**src/rtl/spi_xfer_sched.sv**
```systemverilog
// spi_xfer_sched: round-robin scheduler sharing one SPI transfer engine among
// NREQ requesters. It runs a four-phase enable/ready handshake with the engine:
// xfer_en feeds the enable synchronizer and xfer_ack is the engine ready,
// already synchronized into pclk.
//
// Optional feature: define SPI_SCHED_TIMEOUT_EN to add a per-phase watchdog.
// When it expires, the transfer is forced to DONE and err pulses together with
// done. Without the macro, REQ/REL wait forever and err is tied low.
//
// Handshake: xfer_en rises in REQ and stays high until xfer_ack is seen high.
// The FSM then waits in REL for xfer_ack to fall before issuing done. A new
// grant is never made while xfer_ack is still high.
//
// state_dbg exposes the FSM state: 0=IDLE 1=REQ 2=REL 3=DONE.
module spi_xfer_sched #(
  parameter int NREQ     = 4,
  parameter int TO_W     = 8,
  parameter int TO_LIMIT = 200
) (
  input  logic            pclk,
  input  logic            preset,
  input  logic [NREQ-1:0] req,
  output logic [NREQ-1:0] gnt,
  output logic            xfer_en,
  input  logic            xfer_ack,
  output logic            done,
  output logic            err,
  output logic            busy,
  output logic [1:0]      state_dbg
);

  localparam int PW = (NREQ > 1) ? $clog2(NREQ) : 1;

  typedef enum logic [1:0] {
    IDLE = 2'd0,
    REQ  = 2'd1,
    REL  = 2'd2,
    DONE = 2'd3
  } state_t;

  state_t          state_q, state_d;
  logic [NREQ-1:0] gnt_q, gnt_d;
  logic [PW-1:0]   ptr_q, ptr_d;
  logic [PW-1:0]   win_q, win_d;
  logic            xfer_en_q, done_q, err_q, err_d;
  logic [PW-1:0]   arb_win;
  logic            arb_found;
  logic            wd_expired;

  // Round-robin pick: first set req bit at or after the pointer, wrapping.
  always_comb begin
    int            idx;
    logic [PW-1:0] cand;
    arb_win   = '0;
    arb_found = 1'b0;
    idx       = 0;
    cand      = '0;
    for (int i = 0; i < NREQ; i++) begin
      idx = int'(ptr_q) + i;
      if (idx >= NREQ) idx = idx - NREQ;
      cand = idx[PW-1:0];
      if (!arb_found && req[cand]) begin
        arb_found = 1'b1;
        arb_win   = cand;
      end
    end
  end

`ifdef SPI_SCHED_TIMEOUT_EN
  logic [TO_W-1:0] wd_q, wd_d;

  // The phase has used its whole budget on the cycle the count hits TO_LIMIT-1.
  assign wd_expired = (wd_q == TO_W'(TO_LIMIT - 1));

  // Watchdog counts cycles spent in the current REQ or REL phase; any phase change clears it.
  always_comb begin
    wd_d = '0;
    if ((state_q == REQ || state_q == REL) && state_d == state_q)
      wd_d = wd_q + 1'b1;
  end

  // Watchdog register.
  always_ff @(posedge pclk or posedge preset) begin
    if (preset) wd_q <= '0;
    else        wd_q <= wd_d;
  end
`else
  assign wd_expired = 1'b0;
`endif

  // Next-state, grant and pointer decisions.
  always_comb begin
    state_d = state_q;
    gnt_d   = gnt_q;
    ptr_d   = ptr_q;
    win_d   = win_q;
    err_d   = 1'b0;
    case (state_q)
      IDLE: begin
        // A stale-high ack would confuse the next handshake, so hold off.
        if (arb_found && !xfer_ack) begin
          gnt_d          = '0;
          gnt_d[arb_win] = 1'b1;
          win_d          = arb_win;
          state_d        = REQ;
        end
      end
      REQ: begin
        if (xfer_ack) begin
          state_d = REL;
        end else if (wd_expired) begin
          state_d = DONE;
          err_d   = 1'b1;
        end
      end
      REL: begin
        if (!xfer_ack) begin
          state_d = DONE;
        end else if (wd_expired) begin
          state_d = DONE;
          err_d   = 1'b1;
        end
      end
      DONE: begin
        gnt_d   = '0;
        ptr_d   = (win_q == PW'(NREQ - 1)) ? '0 : win_q + 1'b1;
        state_d = IDLE;
      end
      default: begin
        state_d = IDLE;
        gnt_d   = '0;
      end
    endcase
  end

  // State and registered outputs; outputs are decoded from the next state so
  // they come straight from flops (xfer_en crosses into another clock domain).
  always_ff @(posedge pclk or posedge preset) begin
    if (preset) begin
      state_q   <= IDLE;
      gnt_q     <= '0;
      ptr_q     <= '0;
      win_q     <= '0;
      xfer_en_q <= 1'b0;
      done_q    <= 1'b0;
      err_q     <= 1'b0;
    end else begin
      state_q   <= state_d;
      gnt_q     <= gnt_d;
      ptr_q     <= ptr_d;
      win_q     <= win_d;
      xfer_en_q <= (state_d == REQ);
      done_q    <= (state_d == DONE);
      err_q     <= err_d;
    end
  end

  assign gnt       = gnt_q;
  assign xfer_en   = xfer_en_q;
  assign done      = done_q;
  assign err       = err_q;
  assign busy      = (state_q != IDLE);
  assign state_dbg = state_q;

endmodule

```
**config.mk**
```make
export PLATFORM = sky130hd
export DESIGN_NAME = spi_xfer_sched
export DESIGN_NICKNAME = d
export VERILOG_FILES = /design/src/rtl/spi_xfer_sched.sv
export SDC_FILE = /design/constraint.sdc
export NUM_CORES = 1
export LEC_CHECK = 0
export CELL_PAD_IN_SITES_DETAIL_PLACEMENT = 1
export CELL_PAD_IN_SITES_GLOBAL_PLACEMENT = 2
export CORE_MARGIN = 4
export CORE_UTILIZATION = 29
export CTS_BUF_LIST = sky130_fd_sc_hd__clkbuf_4 sky130_fd_sc_hd__clkbuf_8 sky130_fd_sc_hd__clkbuf_16
export DETAILED_ROUTE_END_ITERATION = 10
export MAX_ROUTING_LAYER = met4
export PLACE_DENSITY_LB_ADDON = 0.1
export SLEW_MARGIN = 40
export SYNTH_ARGS = -nofsm -noshare
export SYNTH_HDL_FRONTEND = slang
export SYNTH_SLANG_ARGS = --single-unit
```
**constraint.sdc**
```tcl
create_clock -name pclk -period 2.1 [get_ports pclk]
set_input_delay 0.42 -clock pclk [delete_from_list [all_inputs] [get_ports pclk]]
set_output_delay 0.42 -clock pclk [all_outputs]
set_load 0.005 [all_outputs]
```
==> metrics.json, run 1 <==
{
  "die": {
    "floorplan.die.height_um": 53.03,
    "floorplan.die_area_mm2": 0.002812,
    "coreArea_mm2": 0.001942,
    "ioPinCount": 17,
    "die-width_um": 53.03,
    "rows": 16,
    "start_util_pct": 30.28
  },
  "power": {
    "intPower_uw": 603.1,
    "power.share.clock_pct": 21.4,
    "power.density_cell_area_mw_per_mm2": 1111,
    "power_frac_seq_pct": 42.4,
    "power_frac_comb_pct": 36.2,
    "netSwitchingFraction_pct": 33.14,
    "power.ir.vdd_worst_v": 0.0004595,
    "total_leakage_power_nw": 0.3649,
    "netSwitchingPower_uw": 298.9
  },
  "logic_synthesis": {
    "post_synthesis_instance_area_um2": 588.1,
    "cell_with_the_most_instances_after_synthesis": "sky130_fd_sc_hd__dfrtp_1",
    "synthCells": 57,
    "synthTopCellsByArea": "sky130_fd_sc_hd__dfrtp_1, sky130_fd_sc_hd__nand2_1, sky130_fd_sc_hd__o31ai_1",
    "ys_warn_count": 0,
    "postSynth.asyncResetShare_pct": 100.0,
    "postSynth.topFlopCell": "sky130_fd_sc_hd__dfrtp_1",
    "synth.ff_latch_count": 12,
    "syn_avg_cell_area_um2": 10.32,
    "synth_top_area_cell": "sky130_fd_sc_hd__dfrtp_1",
    "number_of_distinct_library_cells_after_synthesis": 26,
    "synth_nets": 65,
    "ys_top_cells_by_count": "sky130_fd_sc_hd__dfrtp_1, sky130_fd_sc_hd__nand2_1, sky130_fd_sc_hd__inv_1",
    "yosys.area.top_type_share_pct": 51.06,
    "ys_seq_area_share_pct": 51.06,
    "synth-edff-count": 0
  },
  "sta": {
    "achievable-frequency_mhz": 558.9,
    "worst_pin_slew_ns": 0.4999,
    "grt_setup_unrepaired": "no",
    "min_period_over_period_pct": 85.20,
    "final_setup_violation_count": 0,
    "finalClockSkew_ns": 0.002446,
    "finalHoldViolCount": 0,
    "setup_ws_ns": 0.3109,
    "timing.slew.headroom_pct": 66.37,
    "fin_setup_tns_ns": 0,
    "final_max_slew_viol_count": 0,
    "final.min_clock_period_ns": 1.789
  },
  "placed_design": {
    "instance_area_at_placement_um2": 775.7,
    "placement.io_buffers": 15,
    "post-dp-hpwl_mm": 1.059,
    "place_ws_ns": 0.05248,
    "gp_congestion": 0.6686
  },
  "routing": {
    "postRouteWirelength_mm": 1.414,
    "drt_iter0_markers": 14,
    "detail_route.first_pass.iterations": 4,
    "route.detailed.drc": 0,
    "drt-vias-per-instance": 4.933,
    "drt-wirelength-per-cell_um": 13.60,
    "total_number_of_vias": 513,
    "remaining_antenna_violation_count_after_routing": 0
  },
  "critical_path": {
    "critical-path-top-delay-family": "buffers and inverters",
    "worst_path_depth": 3,
    "crit_required_ns": 1.68,
    "path_max_fanout": 5,
    "timing.critical_path.from": "state_dbg[0]$_DFF_PP0_",
    "worstPathBufferInverterCount": 2,
    "critPathCaptureType": "output port",
    "worst_r2r_path_depth": 5,
    "crit-reg2reg-launch": "state_dbg[0]$_DFF_PP0_",
    "critical_path.startpoint_type": "flop",
    "path_cells": "nor2_2 -> inv_1 -> clkdlybuf4s50_1",
    "worstSetupPathType": "flop to output port",
    "max_stage_delay_ns": 0.45,
    "crit-reg2reg-capture": "gnt[3]$_DFFE_PP0P_",
    "critical_path.slowest_cell": "sky130_fd_sc_hd__dfrtp_1",
    "worst-endpoint-arrival_ns": 1.37,
    "setup.reg_to_reg.worst_slack_ns": 0.54,
    "worst_setup_path_endpoint": "busy"
  },
  "status": {
    "status": "finished clean"
  },
  "global_routing": {
    "grt_start_max_net_pins": 13,
    "grt_pass1_wl_mm": 2.415,
    "grt_antenna_before_repair": 0,
    "grt_util_all_layers_pct": 12.61,
    "vias_in_the_first_global_route": 521,
    "grt_remaining_overflow": 0
  },
  "cts": {
    "h-tree-depth": 1,
    "clock_sinks": 12,
    "insertion_delay_ns": 0.28,
    "tritoncts": "done",
    "clkSlewWorstSetupHoldPaths_ns": 0.08,
    "cts_resized": 0,
    "clock_tree.root_cell": "sky130_fd_sc_hd__clkbuf_4",
    "tritoncts.num_buffers": 3,
    "post_cts.repair.setup_buffers": 0,
    "ctsHoldBuffers": 0,
    "clock_tree.buffer_depth": 2
  },
  "cells_and_area": {
    "post_route_cells_drive_above_1_share_pct": 14.29,
    "finalNetCount": 86,
    "syn_to_final_growth_pct": 38.09,
    "ant_cells": 0,
    "finish.instance_area_um2": 812.0
  },
  "hold_path": {
    "worstHoldPathType": "input pin to async pin"
  },
  "run": {
    "drv_cap": 0
  }
}
-- cells by family (layout without fill, tap and decap cells) --
kind of cell             after synthesis  in the layout  synth area share, %
AND/OR/NAND/NOR                       19             19                17.66
AO/OA/AOI/OAI                         16             16                20.21
flip-flops                            12             12                51.06
buffers and inverters                  7             27                6.384
other                                  1              1               0.6377
adder cells (fa/ha/maj)                1              1                2.127
multiplexers                           1              1                1.915
-- power by group through the flow --
stage / combinational, mW / clock (mW) / sequential [mW]
after floorplan: 0.178 / 0 / 0.374
after global placement: 0.329 / 0 / 0.388
after detailed placement: 0.330 / 0 / 0.388
after CTS: 0.331 / 0.204 / 0.383
after global routing: 0.364 / 0.213 / 0.393
final: 0.327 / 0.193 / 0.382
-- area by class of cell --
type                       count  area (um2)
timing repair buffer          18       172.7
clock buffer                   4       36.28
tap                           27       33.78
inverter                       5       18.77
sequential                    12       300.3
fill                         236        1130
multi-input combinational     38       250.2
-- how the worst min path moves through the flow --
| stage | from | to | cells past startpoint |
|---|---|---|---|
| after floorplan | preset | done$_DFF_PP0_ | 1 |
| after global placement | win_q[1]$_DFFE_PP0P_ | win_q[1]$_DFFE_PP0P_ | 1 |
| after detailed placement | win_q[1]$_DFFE_PP0P_ | win_q[1]$_DFFE_PP0P_ | 1 |
| after CTS | preset | win_q[0]$_DFFE_PP0P_ | 2 |
| after global routing | preset | ptr_q[1]$_DFFE_PP0P_ | 2 |
| final | preset | ptr_q[1]$_DFFE_PP0P_ | 2 |
-- placed cells by master, fill, tap and decap left out, types with 2 or more instances in the layout --
cell type                         Yosys  layout
sky130_fd_sc_hd__nand3_1              2       2
sky130_fd_sc_hd__nor2_1               3       3
sky130_fd_sc_hd__a21oi_1              3       3
sky130_fd_sc_hd__a32o_1               2       2
sky130_fd_sc_hd__buf_4                1       3
sky130_fd_sc_hd__o21ai_0              2       2
sky130_fd_sc_hd__nand2b_1             3       3
sky130_fd_sc_hd__inv_1                5       5
sky130_fd_sc_hd__clkbuf_4             0       3
sky130_fd_sc_hd__dfrtp_1             12      12
sky130_fd_sc_hd__clkdlybuf4s50_1      0      15
sky130_fd_sc_hd__o31ai_1              3       3
sky130_fd_sc_hd__nand2_1              6       6
-- state kept, by name, summed over array words and instances (netlist names) --
name       flops
done           1
gnt            4
ptr_q          2
state_dbg      2
win_q          2
xfer_en        1
-- metrics by stage --
step / utilization, % / cells / hold WS [ns] / power, mW
finish: 41.82 / 104 / 0.4518 / 0.9020
global route: 41.82 / 104 / 0.4721 / 0.9700
CTS: 41.82 / 104 / 0.4547 / 0.9181
detailed placement: 39.95 / 100 / 0.4830 / 0.7180
global placement: 39.95 / 100 / 0.4737 / 0.7167
floorplan: - / 57 / 0.2847 / 0.5518
-- metal layers --
layer,track usage [%],vias up,routed length (um)
met4,8.936,0,23
met2,17.98,9,659
met1,15.63,259,682
li1,-,241,-
met5,-,-,0
met3,2.817,4,49
Power figures use the tool's default switching activity.
==> inputs of run 2 (changes only) <==
--- a/config.mk
+++ b/config.mk
@@ -5,6 +5,7 @@
 export SDC_FILE = /design/constraint.sdc
 export NUM_CORES = 1
 export LEC_CHECK = 0
+export CAP_MARGIN = 20
 export CELL_PAD_IN_SITES_DETAIL_PLACEMENT = 1
 export CELL_PAD_IN_SITES_GLOBAL_PLACEMENT = 2
 export CORE_MARGIN = 4
==> results of run 2 <==
The final DEF is identical to that of run 1; final timing and power are the same.
==> inputs of run 3 (changes only) <==
--- a/config.mk
+++ b/config.mk
@@ -8,6 +8,7 @@
 export CAP_MARGIN = 20
 export CELL_PAD_IN_SITES_DETAIL_PLACEMENT = 1
 export CELL_PAD_IN_SITES_GLOBAL_PLACEMENT = 2
+export CORE_ASPECT_RATIO = 1.4
 export CORE_MARGIN = 4
 export CORE_UTILIZATION = 29
 export CTS_BUF_LIST = sky130_fd_sc_hd__clkbuf_4 sky130_fd_sc_hd__clkbuf_8 sky130_fd_sc_hd__clkbuf_16
==> metrics.json, run 3 (synthesized netlist as in run 1, its figures left out) <==
{
  "status": {
    "status": "finished clean"
  },
  "critical_path": {
    "critPathCaptureType": "flop",
    "worst-endpoint-arrival_ns": 1.93,
    "path_cells": "clkdlybuf4s50_1 -> nor4_1 -> or3_1 -> buf_4 -> a32o_1",
    "crit_required_ns": 2.25,
    "worstSetupPathType": "input pin to flop",
    "path_max_fanout": 6,
    "critical_path.slowest_cell": "sky130_fd_sc_hd__clkdlybuf4s50_1",
    "max_stage_delay_ns": 0.52,
    "critical_path.startpoint_type": "input pin"
  },
  "cells_and_area": {
    "finalNetCount": 91,
    "finalNonFillerCells": 102,
    "fillerInstances": 236,
    "syn_to_final_growth_pct": 40.85,
    "finish.utilization_pct": 42.49,
    "finish.instance_area_um2": 828.3,
    "layout.cells.most_common": "sky130_fd_sc_hd__clkdlybuf4s50_1",
    "ant_cells": 0,
    "layout.cells.most_common_list": "sky130_fd_sc_hd__clkdlybuf4s50_1, sky130_fd_sc_hd__dfrtp_1, sky130_fd_sc_hd__buf_4",
    "post_route_cells_drive_above_1_share_pct": 18.52,
    "flip_flop_count_of_the_largest_register_after_layout": 4
  },
  "routing": {
    "drt-vias-per-instance": 4.961,
    "drt-wirelength-per-cell_um": 14.00,
    "detail_route.first_pass.iterations": 4,
    "route.detailed.drc": 0,
    "remaining_antenna_violation_count_after_routing": 0,
    "drt_iter0_markers": 14,
    "total_number_of_vias": 506,
    "postRouteWirelength_mm": 1.428
  },
  "placed_design": {
    "placedCellCount": 99,
    "post-dp-hpwl_mm": 1.173,
    "placement.io_buffers": 15,
    "gp_congestion": 0.7244,
    "instance_area_at_placement_um2": 805.8,
    "place_ws_ns": 0.03912
  },
  "sta": {
    "achievable-frequency_mhz": 561.9,
    "final_max_slew_viol_count": 0,
    "final_setup_violation_count": 0,
    "min_period_over_period_pct": 84.75,
    "finalClockSkew_ns": 0.006074,
    "fin_setup_tns_ns": 0,
    "setup_ws_ns": 0.3202,
    "hold_slack_ns": 0.4595,
    "grt_setup_unrepaired": "no",
    "finalHoldViolCount": 0,
    "final.min_clock_period_ns": 1.780
  },
  "die": {
    "floorplan.die_area_mm2": 0.002823,
    "coreArea_mm2": 0.001949,
    "rows": 19,
    "die-width_um": 46.06,
    "start_util_pct": 30.17,
    "floorplan.die.height_um": 61.28,
    "ioPinCount": 17
  },
  "cts": {
    "h-tree-depth": 1,
    "clock_sinks": 12,
    "tritoncts": "done",
    "clock_tree.root_cell": "sky130_fd_sc_hd__clkbuf_4",
    "post_cts.repair.setup_buffers": 0,
    "ctsHoldBuffers": 0,
    "tritoncts.num_buffers": 3,
    "insertion_delay_ns": 0.26,
    "clock_tree.buffer_depth": 2,
    "clkSlewWorstSetupHoldPaths_ns": 0.07,
    "cts_resized": 0
  },
  "global_routing": {
    "grt_antenna_before_repair": 0,
    "grt_util_all_layers_pct": 12.66,
    "grt_start_max_net_pins": 13,
    "grt_pass1_wl_mm": 2.490,
    "vias_in_the_first_global_route": 607,
    "grt_remaining_overflow": 0
  },
  "run": {
    "drv_cap": 0
  },
  "power": {
    "total_leakage_power_nw": 0.3823,
    "power.density_cell_area_mw_per_mm2": 1043,
    "power_uw": 863.7,
    "power.ir.vdd_worst_v": 0.0005154
  },
  "hold_path": {
    "worstHoldPathType": "input pin to async pin"
  }
}
-- run 3: cell types whose count changed in the layout (fill, tap and decap cells not counted), sizes merged --
cell	previous run	this run
clkbuf	4	3
buf	3	8
-- run 3: per-layer routing --
layer / GRT usage (%) / wire length, um / vias to the layer above
met5: - / 0 / -
met4: 8.130 / 20 / 0
met3: 2.339 / 70 / 2
met2: 21.46 / 776 / 10
met1: 12.98 / 560 / 242
li1: - / - / 252
-- run 3: area by class of cell --
cell class | instances | area [um2] | area share [%]
clock buffer | 3 | 22.52 | 2.719
inverter | 5 | 18.77 | 2.266
multi-input combinational | 38 | 250.2 | 30.21
sequential | 12 | 300.3 | 36.25
tap | 21 | 26.28 | 3.172
timing repair buffer | 23 | 210.2 | 25.38
-- run 3: where the power goes --
part / switching (mW) / internal [mW] / leakage [nW] / total (mW)
Clock: 0.0684 / 0.0662 / 0.0138 / 0.135
Combinational: 0.146 / 0.203 / 0.215 / 0.348
Sequential: 0.0694 / 0.311 / 0.153 / 0.381
-- run 3: path summary, 6_finish.rpt --
kind                                        startpoint                   end  slack [ns]  depth (start not counted)
worst max-delay path                            req[3]    gnt[2]$_DFFE_PP0P_        0.32                          5
worst min-delay path                            preset    gnt[1]$_DFFE_PP0P_        0.46                          2
worst max register to register  state_dbg[0]$_DFF_PP0_    gnt[2]$_DFFE_PP0P_        0.49                          5
worst min register to register    win_q[0]$_DFFE_PP0P_  ptr_q[0]$_DFFE_PP0P_        0.51                          1
max in group asynchronous                       preset  win_q[0]$_DFFE_PP0P_        1.32                          2
min in group pclk                 win_q[0]$_DFFE_PP0P_  ptr_q[0]$_DFFE_PP0P_        0.51                          1
-- run 3: critical path: cells and delay by family --
kind	cells	cell delay (ns)
simple gates	2	0.55
compound gates	1	0.25
buf+inv	2	0.72
